`src/rtl/count_seq_pkg.sv`:
```
// Shared definitions for the count sequencer: counter width and FSM states.
package count_seq_pkg;

    localparam int CNT_W = 4;

    typedef enum logic [1:0] {
        IDLE = 2'd0,
        RUN  = 2'd1,
        DONE = 2'd2
    } state_t;

endpackage

```
`src/rtl/count_sequencer_counter4.sv`:
```
// counter4: 4-bit up counter with synchronous clear (priority) and enable,
// asynchronous active-high reset.
module counter4
    import count_seq_pkg::*;
(
    input  logic             CLK,
    input  logic             RST,
    input  logic             clear,
    input  logic             enable,
    output logic [CNT_W-1:0] q
);

    logic [CNT_W-1:0] q_q;
    logic [CNT_W-1:0] q_d;

    // Next count: clear wins over enable, otherwise hold.
    always_comb begin
        q_d = q_q;
        if (clear) begin
            q_d = '0;
        end else if (enable) begin
            q_d = q_q + {{(CNT_W-1){1'b0}}, 1'b1};
        end
    end

    // Count register.
    always_ff @(posedge CLK or posedge RST) begin
        if (RST) begin
            q_q <= '0;
        end else begin
            q_q <= q_d;
        end
    end

    assign q = q_q;

endmodule

```
`src/rtl/count_sequencer.sv`:
```
// count_sequencer: runs a job of `reps` passes over 0..limit, then pulses done.
// Optional feature macro: COUNT_SEQUENCER_PAUSE_EN adds a `pause` input that
// freezes the RUN state (count, passes remaining, state) and masks tick.
module count_sequencer
    import count_seq_pkg::*;
(
    input  logic             CLK,
    input  logic             RST,
    input  logic             start,
    input  logic [CNT_W-1:0] limit,
    input  logic [CNT_W-1:0] reps,
`ifdef COUNT_SEQUENCER_PAUSE_EN
    input  logic             pause,
`endif
    output logic [CNT_W-1:0] cnt,
    output logic             tick,
    output logic             busy,
    output logic             done,
    output logic [CNT_W-1:0] reps_left
);

    state_t           state_q, state_d;
    logic [CNT_W-1:0] limit_q, limit_d;
    logic [CNT_W-1:0] reps_q, reps_d;
    logic [CNT_W-1:0] reps_left_q, reps_left_d;
    logic             cnt_clr;
    logic             cnt_en;
    logic             run_adv;
    logic             at_limit;

    // RUN may advance on this edge unless held by pause.
`ifdef COUNT_SEQUENCER_PAUSE_EN
    assign run_adv = ~pause;
`else
    assign run_adv = 1'b1;
`endif

    assign at_limit = (cnt == limit_q);

    counter4 u_counter (
        .CLK    (CLK),
        .RST    (RST),
        .clear  (cnt_clr),
        .enable (cnt_en),
        .q      (cnt)
    );

    // Next-state, job latches and counter controls.
    always_comb begin
        state_d     = state_q;
        limit_d     = limit_q;
        reps_d      = reps_q;
        reps_left_d = reps_left_q;
        cnt_clr     = 1'b0;
        cnt_en      = 1'b0;
        unique case (state_q)
            IDLE: begin
                // A zero-pass request is dropped without touching any state.
                if (start && (reps != '0)) begin
                    limit_d     = limit;
                    reps_d      = reps;
                    reps_left_d = reps;
                    cnt_clr     = 1'b1;
                    state_d     = RUN;
                end
            end
            RUN: begin
                if (run_adv) begin
                    if (!at_limit) begin
                        cnt_en = 1'b1;
                    end else if (reps_left_q > {{(CNT_W-1){1'b0}}, 1'b1}) begin
                        cnt_clr     = 1'b1;
                        reps_left_d = reps_left_q - {{(CNT_W-1){1'b0}}, 1'b1};
                    end else begin
                        // Last pass: cnt holds at limit through DONE.
                        reps_left_d = '0;
                        state_d     = DONE;
                    end
                end
            end
            DONE: begin
                cnt_clr = 1'b1;
                state_d = IDLE;
            end
            default: begin
                cnt_clr = 1'b1;
                state_d = IDLE;
            end
        endcase
    end

    // State and job registers.
    always_ff @(posedge CLK or posedge RST) begin
        if (RST) begin
            state_q     <= IDLE;
            limit_q     <= '0;
            reps_q      <= '0;
            reps_left_q <= '0;
        end else begin
            state_q     <= state_d;
            limit_q     <= limit_d;
            reps_q      <= reps_d;
            reps_left_q <= reps_left_d;
        end
    end

    assign busy      = (state_q == RUN);
    assign done      = (state_q == DONE);
    assign tick      = busy && at_limit && run_adv;
    assign reps_left = reps_left_q;

endmodule

```
`config.mk`:
```
export PLATFORM = sky130hd
export DESIGN_NAME = count_sequencer
export DESIGN_NICKNAME = d
export VERILOG_FILES = /design/src/rtl/count_seq_pkg.sv /design/src/rtl/count_sequencer_counter4.sv /design/src/rtl/count_sequencer.sv
export SDC_FILE = /design/constraint.sdc
export NUM_CORES = 1
export LEC_CHECK = 0
export BUFFER_PORTS_ARGS = -buffer_cell sky130_fd_sc_hd__buf_4
export CORE_MARGIN = 4
export CORE_UTILIZATION = 29
export DETAILED_ROUTE_END_ITERATION = 7
export PLACE_DENSITY = 0.56
export SYNTH_ARGS = -nofsm -noshare
export SYNTH_HDL_FRONTEND = slang
export SYNTH_SLANG_ARGS = --single-unit
```
`constraint.sdc`:
```
create_clock -name CLK -period 1.4 [get_ports CLK]
set_input_delay 0.28 -clock CLK [delete_from_list [all_inputs] [get_ports CLK]]
set_output_delay 0.28 -clock CLK [all_outputs]
set_load 0.02 [all_outputs]
```
Word-level counts from Yosys, hierarchy flattened
Index checks and enable logic that the tools add are counted.
{ "word_totals": {"output_inout_bits": 11, "register_bits": 14, "wordCells": 38} }
{ "op_classes": {"muxes": 16, "n_lt_le_gt_ge": 1, "n_reduce_logical": 9, "add_sub_neg": 2, "n_eq_ne": 6} }
{ "op_table": {"columns": ["op", "count"], "rows": [
  ["$mux W4", 5],
  ["$pmux W4 S2", 1],
  ["$mux W2", 3],
  ["$reduce_and A3 Y1", 2],
  ["$mux W1", 5],
  ["$add A4 B1 Y4 const B", 1],
  ["$eq A4 B4 Y1", 1],
  ["$gt A4 B1 Y1 const B", 1],
  ["$ne A2 B2 Y1 const B", 2],
  ["$pmux W2 S2", 1],
  ["$reduce_bool A2 Y1", 2],
  ["$reduce_bool A4 Y1", 1],
  ["$sub A4 B1 Y4 const B", 1],
  ["$eq A2 B1 Y1 const B", 1],
  ["$eq A2 B2 Y1 const B", 1],
  ["$logic_and A1 B1 Y1", 2],
  ["$logic_not A2 Y1", 1],
  ["$ne A2 B1 Y1 const B", 1],
  ["$pmux W1 S2", 1],
  ["$reduce_and A2 Y1", 1]
]} }

Logic depth before layout (Yosys ltp)
Gate-level depths: netlist of the first run.
{ "depth": {"word_depth": 5, "mapped_depth": 6, "depth_no_buf": 6} }

By module
Synthesis of the first run repeated with hierarchy kept, for this count alone.
{ "hier_totals": {"hier_cells": 82, "area_unflattened_um2": 835.8} }
{ "by_module_without_submodules": {"columns": ["mod", "n_inst", "cells_each", "area_per_inst_um2"], "rows": [
  ["count_sequencer", 1, 65, 639.4],
  ["counter4", 1, 17, 196.4]
]} }

Worst setup path after synthesis of the first run
OpenSTA, ideal clock, no wires.
{ "synth_path": {"path_kind": "register to register", "from": "register u_counter.q_q[1], in the netlist u_counter.q[1]", "to": "register u_counter.q_q[3], in the netlist u_counter.q[3]", "arrival_time_ps": 1538, "path_buffers": 0, "path_stages_with_launch": 5, "path_slack_ps": -211, "setup_ps": 73, "required_time_ps": 1327, "cell_sequence": "dfrtp_1 -> xnor2_1 -> and4_1 -> or4_1 -> a21oi_2"} }
{ "synth_via": {"elab_chain_cells": 4, "elab_cells_between_ends": 9, "cone_classes": "add/sub (1); eq/ne (1); mux (6); reduce/logical (1)"} }
{ "synth_rtl": {"columns": ["element", "line", "rtl"], "rows": [
  ["start: declaration", "count_sequencer_counter4.sv:13", "logic [CNT_W-1:0] q_q;"],
  ["start signal: assignment", "count_sequencer_counter4.sv:31", "q_q <= q_d;"],
  ["branches (longest 4 deep; another with $add A4 B1 Y4)", null, null]
]} }
Several ways; the timed one is not identified. The select of a mux whose other input is x is not followed.
A chain may end at the register's enable or synchronous reset.

Worst setup path after layout of the first run
{ "layout_path": {"from": "register u_counter.q_q[2], in the netlist u_counter.q[2]", "to": "output port tick"} }
{ "layout_via": {"elab_chain_cells": 2} }
{ "layout_rtl": {"columns": ["element", "line", "rtl"], "rows": [
  ["$eq A4 B4 Y1", "count_sequencer.sv:38", "assign at_limit = (cnt == limit_q);"],
  ["$logic_and A1 B1 Y1", "count_sequencer.sv:109", "assign tick = busy && at_limit && run_adv;"],
  ["end: declaration", "count_sequencer.sv:16", "output logic tick,"]
]} }
No other way between the ends.

==> run_results.csv, run 1 <==
group,metric,value,unit
timing,drv_slew,0,
floorplanning,core_area,0.00257,mm^2
finish,antenna_cells,0,
synth,synthFlopType,"dfrtp_1",
synth,yosysTopAreaCellShare,0.431,
power,vdd_drop_max,0.917,mV
floorplanning,dieArea,0.00372,mm^2
timing,setup_violations,11,
worst_setup_path,critPathBufInv,2,
clocking,clk_latency,0.27,ns
grt,antenna_found_initial,0,
timing,rsz0062_at_grt,"yes",
worst_setup_path,crit_chain,"xnor2_2 -> nand4_1 -> buf_4 -> nor2_4 -> buf_6",
power,power_density,1870,mW/mm^2
synth,yosysUniqueCellTypes,33,
drt,vias,822,
grt,grt_pass1_wl,3590,um
synth,synth_area,813,um^2
grt,gr-total-overflow,0,
placement,dp_hpwl,1630,um
placement,portBuffers,21,
floorplanning,die_x,61.0,um
timing,relSlewSlack,0.636,
status,violations,"negative setup slack",
synth,synth_area_leaders,"dfrtp_1 43%, nand2_1 7.8%, xnor2_1 5.4%, ha_1 4.6%, mux2_2 2.8%",
worst_setup_path,worst-r2r-cell-count,6,
synth,synth_commonest_cells,"17 x nand2_1, 14 x dfrtp_1, 5 x inv_1, 5 x nor2_1, 5 x xnor2_1",
finish,design_area,0.00142,mm^2
worst_setup_path,required,1.12,ns
grt,grtUsageTotal,0.132,
finish,syn_to_final_growth,74.3,%
worst_setup_path,end_kind,"primary output",
run,drv_cap,0,
drt,drt_iter0_drc,9,
clocking,numCtsBuffers,3,
placement,gp_congestion,0.835,
worst_setup_path,critPathKind,"register to primary output",
grt,grt_max_degree,15,
synth,synth_seq_area_share,0.431,
synth,yosysMostFrequentCell,"nand2_1",
synth,synth-seq-cells,14,
worst_setup_path,worst_r2r_startpoint,"u_counter.q[0]$_DFFE_PP0P_",
worst_setup_path,r2r_end,"u_counter.q[1]$_DFFE_PP0P_",
drt,drc,0,
clocking,tritoncts,"yes",
floorplanning,fp.dieH,61.0,um
synth,synth_top_area_cell,"dfrtp_1",
timing,fin_crit_sh,1.24,
timing,hold_violations,0,
synth,avgSynthCellArea,9.57,um^2
hold_path,hold_class,"primary input to asynchronous set/reset pin",
status,outcome,"finished, violations left",
timing,skew,0.000636,ns
timing,fin_ws,-0.336,ns
timing,holdWs,0.0457,ns
synth,syn_nets,99,
drt,routed_wl,2220,um
synth,netlist_instances,85,
clocking,clkTransAtPathRegs,0.08,ns
clocking,cts_hold_buffers,0,
synth,synthArstFlopShare,1.00,
floorplanning,pin_count,22,
worst_setup_path,critPathArrivalTime,1.46,ns
worst_setup_path,crit_family,"flip-flops",
timing,fin_crit,1.74,ns
grt,grt_pass1_vias,824,
placement,placed_cell_area,0.00121,mm^2
worst_setup_path,reg2reg_slack,-0.18,ns
drt,viasPerCell,4.92,
floorplanning,row_count,18,
worst_setup_path,crit_slowest_cell,"dfrtp_2",
timing,tightest_slew,0.545,ns
worst_setup_path,critPathMaxFanout,2,
synth,synth_enable_flop_cells,0,
worst_setup_path,critical-path-max-stage-delay,0.44,ns
finish,nets,152,
clocking,clk_path_buf_depth,2,
clocking,htreeDepth,1,
power,p_leak,0.000662,uW
synth,yosysWarnings,0,
worst_setup_path,start_kind,"register",
floorplanning,start_util,0.317,
finish,drive_above_1_share,0.642,
timing,fmax,0.576,GHz
clocking,cts_root_buffer,"clkbuf_4",
drt,wl_per_cell,13.3,um
clocking,cts_sinks,14,
drt,ant_nets,0,
drt,drt-pass1-iter-count,2,
cell families (layout without fill, tap and decap cells):
group | Yosys count | after routing | share of synthesized area
adders and majority gates | 3 | 3 | 0.0462
DFF | 14 | 14 | 0.431
muxes | 3 | 3 | 0.0400
AOI/OAI and AO/OA | 17 | 17 | 0.166
xor gates and xnor gates | 5 | 5 | 0.0538
and+or+nand+nor | 36 | 36 | 0.222
buffers and inverters | 7 | 59 | 0.0415
worst register-to-register path, stage by stage (launching register included):
cell     delay [ns]
dfrtp_2        0.43
xnor2_2        0.14
buf_4          0.14
and4_4         0.20
buf_6          0.13
a211o_4        0.37
nor2_4         0.11
registers in the layout, indices dropped and copies added, names as in the netlist:
register	flops
u_counter.q	4
state_q	2
reps_left	4
limit_q	4
routing by layer:
layer / wire, um / vias to the layer above / global-route usage
met2: 1100 / 16 / 0.215
met4: 38 / 0 / 0.0186
met5: 0 / - / 0
met3: 102 / 6 / 0.0447
met1: 982 / 386 / 0.173
li1: - / 414 / -
per-stage QoR:
| step | TNS, ns | worst slack (ns) | utilization | power (uW) | std cells |
|---|---|---|---|---|---|
| floorplan | -1.06 | -0.150 | - | 1430 | 85 |
| global placement | -1.76 | -0.204 | 0.471 | 1960 | 155 |
| detailed placement | -1.84 | -0.191 | 0.471 | 1970 | 155 |
| CTS | -1.33 | -0.297 | 0.530 | 2530 | 166 |
| global route | -2.31 | -0.422 | 0.552 | 2830 | 167 |
| finish | -1.60 | -0.336 | 0.552 | 2650 | 167 |
cells in the final DEF, fill, tap and decap left out, types with 2 or more instances in the layout:
master,count
dfrtp_2,5
nand2_1,17
ha_4,2
inv_4,2
a21oi_2,2
o21ai_0,3
buf_6,3
mux2_4,2
buf_4,47
or3_1,3
nand3_1,2
clkbuf_4,3
xnor2_2,4
nor2_4,3
dfrtp_1,9
or4_4,2
inv_1,2
report_power, final:
| group | leakage (uW) | switching (uW) | internal [uW] |
|---|---|---|---|
| clock | 0.0000210 | 124 | 158 |
| sequential | 0.000158 | 129 | 534 |
| combinational | 0.000483 | 787 | 917 |
cell type report:
cell class | count | area, um^2
Inverter | 5 | 23.8
Clock buffer | 4 | 36.3
Timing Repair Buffer | 50 | 387
Tap cell | 30 | 37.5
Multi-Input combinational cell | 64 | 577
Sequential cell | 14 | 357
Fill cell | 235 | 1150
timing repair:
action / in CTS / in global routing
resized for setup: 16 / 10
setup endpoints to repair: 11 / 12
setup buffers: 8 / 3
pin swaps: 16 / 8
hold endpoints to repair: 0 / 0
worst max path at each step:
| stage | start | to | cells past startpoint |
|---|---|---|---|
| global route | u_counter.q[2]$_DFFE_PP0P_ | tick | 5 |
| global placement | reps[0] | u_counter.q[0]$_DFFE_PP0P_ | 5 |
| floorplan | reps_left[1]$_DFFE_PP0P_ | u_counter.q[2]$_DFFE_PP0P_ | 6 |
| CTS | limit_q[2]$_DFFE_PP0P_ | tick | 5 |
| detailed placement | reps[0] | u_counter.q[0]$_DFFE_PP0P_ | 5 |
| finish | u_counter.q[2]$_DFFE_PP0P_ | tick | 5 |
(Power assumes the default switching activity.)
==> run 2: changes to the inputs <==
==> constraint.sdc (replaced) <==
create_clock -name CLK -period 1.4 [get_ports CLK]
set_input_delay 0 -clock CLK [delete_from_list [all_inputs] [get_ports CLK]]
set_output_delay 0 -clock CLK [all_outputs]
set_load 0.02 [all_outputs]
==> run_results.csv, run 2 (synthesized netlist as in run 1, its figures left out) <==
group,metric,value,unit
floorplanning,fp.dieH,61.0,um
finish,layout_commonest_cell,"buf_4",
clocking,cts_root_buffer,"clkbuf_4",
grt,grtUsageTotal,0.131,
clocking,clk_latency,0.28,ns
status,violations,"negative setup slack",
grt,antenna_found_initial,0,
finish,layout_common_cells,"37 x buf_4, 17 x nand2_1, 9 x dfrtp_1",
worst_setup_path,critPathKind,"register to register",
timing,fin_crit_sh,1.10,
floorplanning,start_util,0.317,
timing,tightest_slew,0.551,ns
hold_path,hold_class,"primary input to register",
drt,drt-pass1-iter-count,4,
grt,grt_pass1_vias,824,
floorplanning,die_x,61.0,um
clocking,tritoncts,"yes",
timing,fin_ws,-0.145,ns
clocking,clk_path_buf_depth,2,
worst_setup_path,critPathArrivalTime,1.75,ns
worst_setup_path,worst_r2r_startpoint,"reps_left[1]$_DFFE_PP0P_",
floorplanning,row_count,18,
finish,antenna_cells,0,
timing,fin_crit,1.55,ns
drt,wl_per_cell,13.1,um
floorplanning,pin_count,22,
timing,fmax,0.647,GHz
placement,dp_hpwl,1680,um
timing,skew,0.00282,ns
timing,fin_setup_tns,-0.789,ns
grt,gr-total-overflow,0,
worst_setup_path,critPathMaxFanout,5,
placement,dp_cells,150,
placement,gp_congestion,0.803,
worst_setup_path,start_kind,"register",
clocking,cts_sinks,14,
drt,drt_iter0_drc,17,
clocking,htreeDepth,1,
timing,drv_slew,0,
finish,stdcell_count,160,
status,outcome,"finished, violations left",
drt,vias,787,
floorplanning,core_area,0.00257,mm^2
timing,hold_violations,0,
placement,portBuffers,21,
drt,routed_wl,2100,um
finish,syn_to_final_growth,58.9,%
grt,grt_pass1_wl,3580,um
power,power_density,1810,mW/mm^2
drt,ant_nets,0,
drt,viasPerCell,4.92,
run,drv_cap,0,
timing,rsz0062_at_grt,"yes",
power,p_leak,0.000608,uW
worst_setup_path,crit_start,"reps_left[1]$_DFFE_PP0P_",
hold_path,min_from,"reps[2]",
timing,relSlewSlack,0.632,
worst_setup_path,end_kind,"register",
finish,nets,145,
grt,grt_max_degree,15,
clocking,numCtsBuffers,3,
drt,drc,0,
worst_setup_path,required,1.61,ns
timing,setup_violations,10,
floorplanning,dieArea,0.00372,mm^2
finish,drive_above_1_share,0.531,
power,vdd_drop_max,0.805,mV
clocking,clkTransAtPathRegs,0.09,ns
-- run 2: worst paths after layout --
| check | cells past startpoint | to | slack (ns) |
|---|---|---|---|
| worst max-delay path | 6 | u_counter.q[3]$_DFFE_PP0P_ | -0.15 |
| min in group asynchronous | 3 | limit_q[1]$_DFFE_PP0P_ | 0.32 |
| worst min register to register | 2 | limit_q[2]$_DFFE_PP0P_ | 0.54 |
| max in group asynchronous | 3 | u_counter.q[2]$_DFFE_PP0P_ | 0.68 |
| worst min-delay path | 3 | reps_left[2]$_DFFE_PP0P_ | 0.08 |
| worst max register to register | 6 | u_counter.q[3]$_DFFE_PP0P_ | -0.15 |
-- run 2: worst max-delay path, cell delays in order (launching register included) --
cell	delay, ns
dfrtp_2	0.42
inv_2	0.07
ha_1	0.15
nor2_2	0.05
o31a_1	0.30
a211o_4	0.38
a21oi_2	0.11
-- run 2: area by class of cell --
class / count / area (um^2)
inverter: 5 / 18.8
clock buffer: 4 / 36.3
fill: 251 / 1270
timing repair buffer: 43 / 339
sequential: 14 / 357
multi-input combinational: 64 / 504
tap: 30 / 37.5
-- run 2: timing repair --
item	CTS	global route
hold buffers	5	0
resized for setup	9	2
endpoints found under the hold margin	18	0
endpoints found under the setup margin	11	10
pin swaps	8	2
setup buffers	1	0
-- run 2: where the power goes --
part | switching [uW] | internal, uW | leakage (uW) | total, uW
combinational | 645 | 748 | 0.000429 | 1390
clock | 132 | 158 | 0.0000210 | 290
sequential | 121 | 534 | 0.000158 | 655
-- run 2: stage by stage --
stage	area, um^2	setup WS, ns	hold slack [ns]	util	total power, uW
after floorplan	867	-0.150	-0.111	-	1420
after global placement	1170	-0.113	0.0826	0.455	1900
final	1290	-0.145	0.0798	0.503	2340
after CTS	1290	-0.146	0.0765	0.502	2340
after detailed placement	1170	-0.171	0.0913	0.455	1940
after global routing	1290	-0.208	0.0959	0.503	2530
-- run 2: metal layers --
metal / wire length (um) / vias up / track usage
met4: 31 / 0 / 0.0341
met2: 1050 / 20 / 0.215
met5: 0 / - / 0
met1: 924 / 366 / 0.165
met3: 96 / 4 / 0.0426
li1: - / 397 / -
==> run 3: changes to the inputs <==
- HOLD_SLACK_MARGIN: unset -> 0.08
- SYNTH_HIERARCHICAL: unset -> 1
==> run_results.csv, run 3 <==
group,metric,value,unit
synth,syn_nets,96,
drt,drt_iter0_drc,12,
synth,synth_commonest_cells,"14 x dfrtp_1, 9 x inv_1, 8 x nor2_1, 4 x mux2_2, 4 x xor2_1",
worst_setup_path,start_kind,"register",
synth,synthFlopType,"dfrtp_1",
grt,gr-total-overflow,0,
synth,yosysUniqueCellTypes,36,
synth,synth_area_leaders,"dfrtp_1 42%, mux2_2 5.4%, ha_1 4.5%, xor2_1 4.2%, inv_1 4.0%",
clocking,clkTransAtPathRegs,0.09,ns
floorplanning,pin_count,22,
timing,drv_slew,0,
worst_setup_path,critPathMaxFanout,3,
floorplanning,dieArea,0.00381,mm^2
timing,fin_ws,-0.291,ns
grt,grt_max_degree,11,
drt,viasPerCell,4.75,
timing,relSlewSlack,0.727,
worst_setup_path,critPathArrivalTime,1.92,ns
timing,rsz0062_at_grt,"yes",
drt,ant_nets,0,
drt,wl_per_cell,13.9,um
clocking,htreeDepth,1,
synth,synthArstFlopShare,1.00,
synth,synth-seq-cells,14,
synth,synth_seq_area_share,0.419,
synth,yosysTopAreaCellShare,0.419,
hold_path,hold_class,"primary input to register",
timing,skew,0.00259,ns
grt,grt_pass1_wl,3840,um
clocking,numCtsBuffers,3,
finish,layout_common_cells,"48 x buf_4, 9 x dfrtp_1, 6 x inv_1, 6 x dlygate4sd3_1",
synth,yosysMostFrequentCell,"dfrtp_1",
timing,setup_violations,16,
synth,yosysWarnings,6,
clocking,tritoncts,"yes",
worst_setup_path,worst_r2r_startpoint,"reps_left[1]$_DFFE_PP0P_",
finish,syn_to_final_growth,82.3,%
status,violations,"negative setup slack",
clocking,clk_path_buf_depth,2,
grt,grtUsageTotal,0.138,
floorplanning,row_count,19,
hold_path,min_from,"reps[2]",
finish,drive_above_1_share,0.650,
placement,dp_slack,-0.281,ns
timing,hold_violations,0,
worst_setup_path,critPathBufInv,2,
synth,synth_area,836,um^2
worst_setup_path,critPathKind,"register to register",
power,p_leak,0.000739,uW
timing,fmax,0.591,GHz
worst_setup_path,critical-path-max-stage-delay,0.43,ns
grt,met1_usage,0.190,
grt,antenna_found_initial,0,
finish,antenna_cells,0,
status,outcome,"finished, violations left",
timing,fin_crit_sh,1.21,
grt,use_met2,0.220,
worst_setup_path,crit_start,"reps_left[1]$_DFFE_PP0P_",
floorplanning,start_util,0.303,
placement,dp_hpwl,1770,um
power,power.total,3900,uW
finish,layout_commonest_cell,"buf_4",
synth,avgSynthCellArea,10.2,um^2
grt,busiest_layer,"met2",
worst_setup_path,crit_slowest_cell,"dfrtp_2",
grt,grt_pass1_vias,852,
run,drv_cap,0,
floorplanning,die_x,61.7,um
worst_setup_path,end_kind,"register",
floorplanning,fp.dieH,61.7,um
finish,fillers,236,
floorplanning,core_area,0.00276,mm^2
grt,met3_usage,0.0189,
drt,drc,0,
placement,gp_congestion,0.771,
placement,portBuffers,21,
clocking,clk_latency,0.29,ns
drt,routed_wl,2420,um
power,vdd_drop_max,1.17,mV
worst_setup_path,required,1.63,ns
power,power_density,2560,mW/mm^2
drt,vias,826,
finish,nets,158,
drt,drt-pass1-iter-count,4,
worst_setup_path,crit_family,"compound AO/OA/AOI/OAI gates",
synth,synth_top_area_cell,"dfrtp_1",
worst_setup_path,crit_chain,"inv_4 -> ha_4 -> nor2_4 -> o31ai_4 -> inv_2 -> a211o_4 -> nor2b_1 -> mux2_4",
synth,netlist_instances,82,
timing,tightest_slew,0.410,ns
timing,fin_crit,1.69,ns
synth,synth_enable_flop_cells,0,
clocking,cts_root_buffer,"clkbuf_4",
clocking,cts_sinks,14,
==> run 3: cell count changes after synthesis, moves of 3 or more <==
cell     delta
inv_1       +4
nand2_1    -16
nor2_1      +3
xnor2_1     -4
xor2_1      +4
==> run 3: cells by family (layout without fill, tap and decap cells) <==
group	after synthesis	count (layout)	share of synthesized area
adder cells (fa/ha/maj)	3	3	0.0449
flip-flops	14	14	0.419
multiplexers	7	7	0.0958
AO/OA/AOI/OAI	13	13	0.121
XOR/XNOR	5	5	0.0524
buffers and inverters	11	72	0.0524
AND/OR/NAND/NOR	29	29	0.214
==> run 3: cell type report <==
cell class	count	area, um^2	share of cell area
flip-flops and latches	14	357	0.234
clock buffers	4	36.3	0.0238
repair buffers	59	477	0.313
well taps	31	38.8	0.0255
inverters	9	36.3	0.0238
multi-input cells	57	579	0.380
==> run 3: repair_timing <==
item | 4_1_cts | 5_1_grt
endpoints found under the setup margin | 16 | 16
resized for setup | 11 | 12
buffers inserted | 2 | 3
pin swaps | 2 | 7
endpoints found under the hold margin | 19 | 0
hold buffers | 6 | 0
cloned | 0 | 0
==> run 3: path summary, 6_finish.rpt <==
check                                             end  depth (start not counted)  slack, ns
setup / recovery           u_counter/q[3]$_DFFE_PP0P_                          8      -0.29
hold / removal               reps_left[2]$_DFFE_PP0P_                          5       0.14
setup reg to reg           u_counter/q[3]$_DFFE_PP0P_                          8      -0.29
hold reg to reg                limit_q[2]$_DFFE_PP0P_                          1       0.55
max in group asynchronous    reps_left[1]$_DFFE_PP0P_                          3       0.83
min in group asynchronous  u_counter/q[2]$_DFFE_PP0P_                          3       0.16
==> run 3: metrics by stage <==
stage / area, um^2 / util / hold slack (ns) / TNS, ns / std cells
6_report: 1520 / 0.553 / 0.145 / -2.68 / 174
5_1_grt: 1520 / 0.553 / 0.152 / -3.75 / 174
4_1_cts: 1450 / 0.526 / 0.143 / -2.30 / 171
3_5_place_dp: 1290 / 0.468 / -0.0835 / -2.28 / 159
3_3_place_gp: 1290 / 0.468 / -0.0906 / -2.07 / 159
2_1_floorplan: 908 / - / -0.234 / -1.88 / 82
==> run 3: power by group <==
part	leakage (uW)	switching, uW	internal, uW
clock	0.0000210	142	158
sequential	0.000166	150	601
combinational	0.000552	1290	1550
total	0.000739	1590	2310
==> run 3: worst register-to-register path, delay by kind of cell (launching register included) <==
family / cells / cell delay, ns
and+or+nand+nor: 2 / 0.16
muxes: 1 / 0.14
buffers and inverters: 2 / 0.16
DFF: 1 / 0.43
AOI/OAI and AO/OA: 2 / 0.60
adders and majority gates: 1 / 0.15
==> run 3: layer usage <==
layer / wire [um] / share of wire / vias up
li1: - / - / 415
met1: 1050 / 0.43 / 392
met2: 1260 / 0.52 / 14
met3: 64 / 0.026 / 5
met4: 54 / 0.022 / 0
met5: 0 / 0 / -
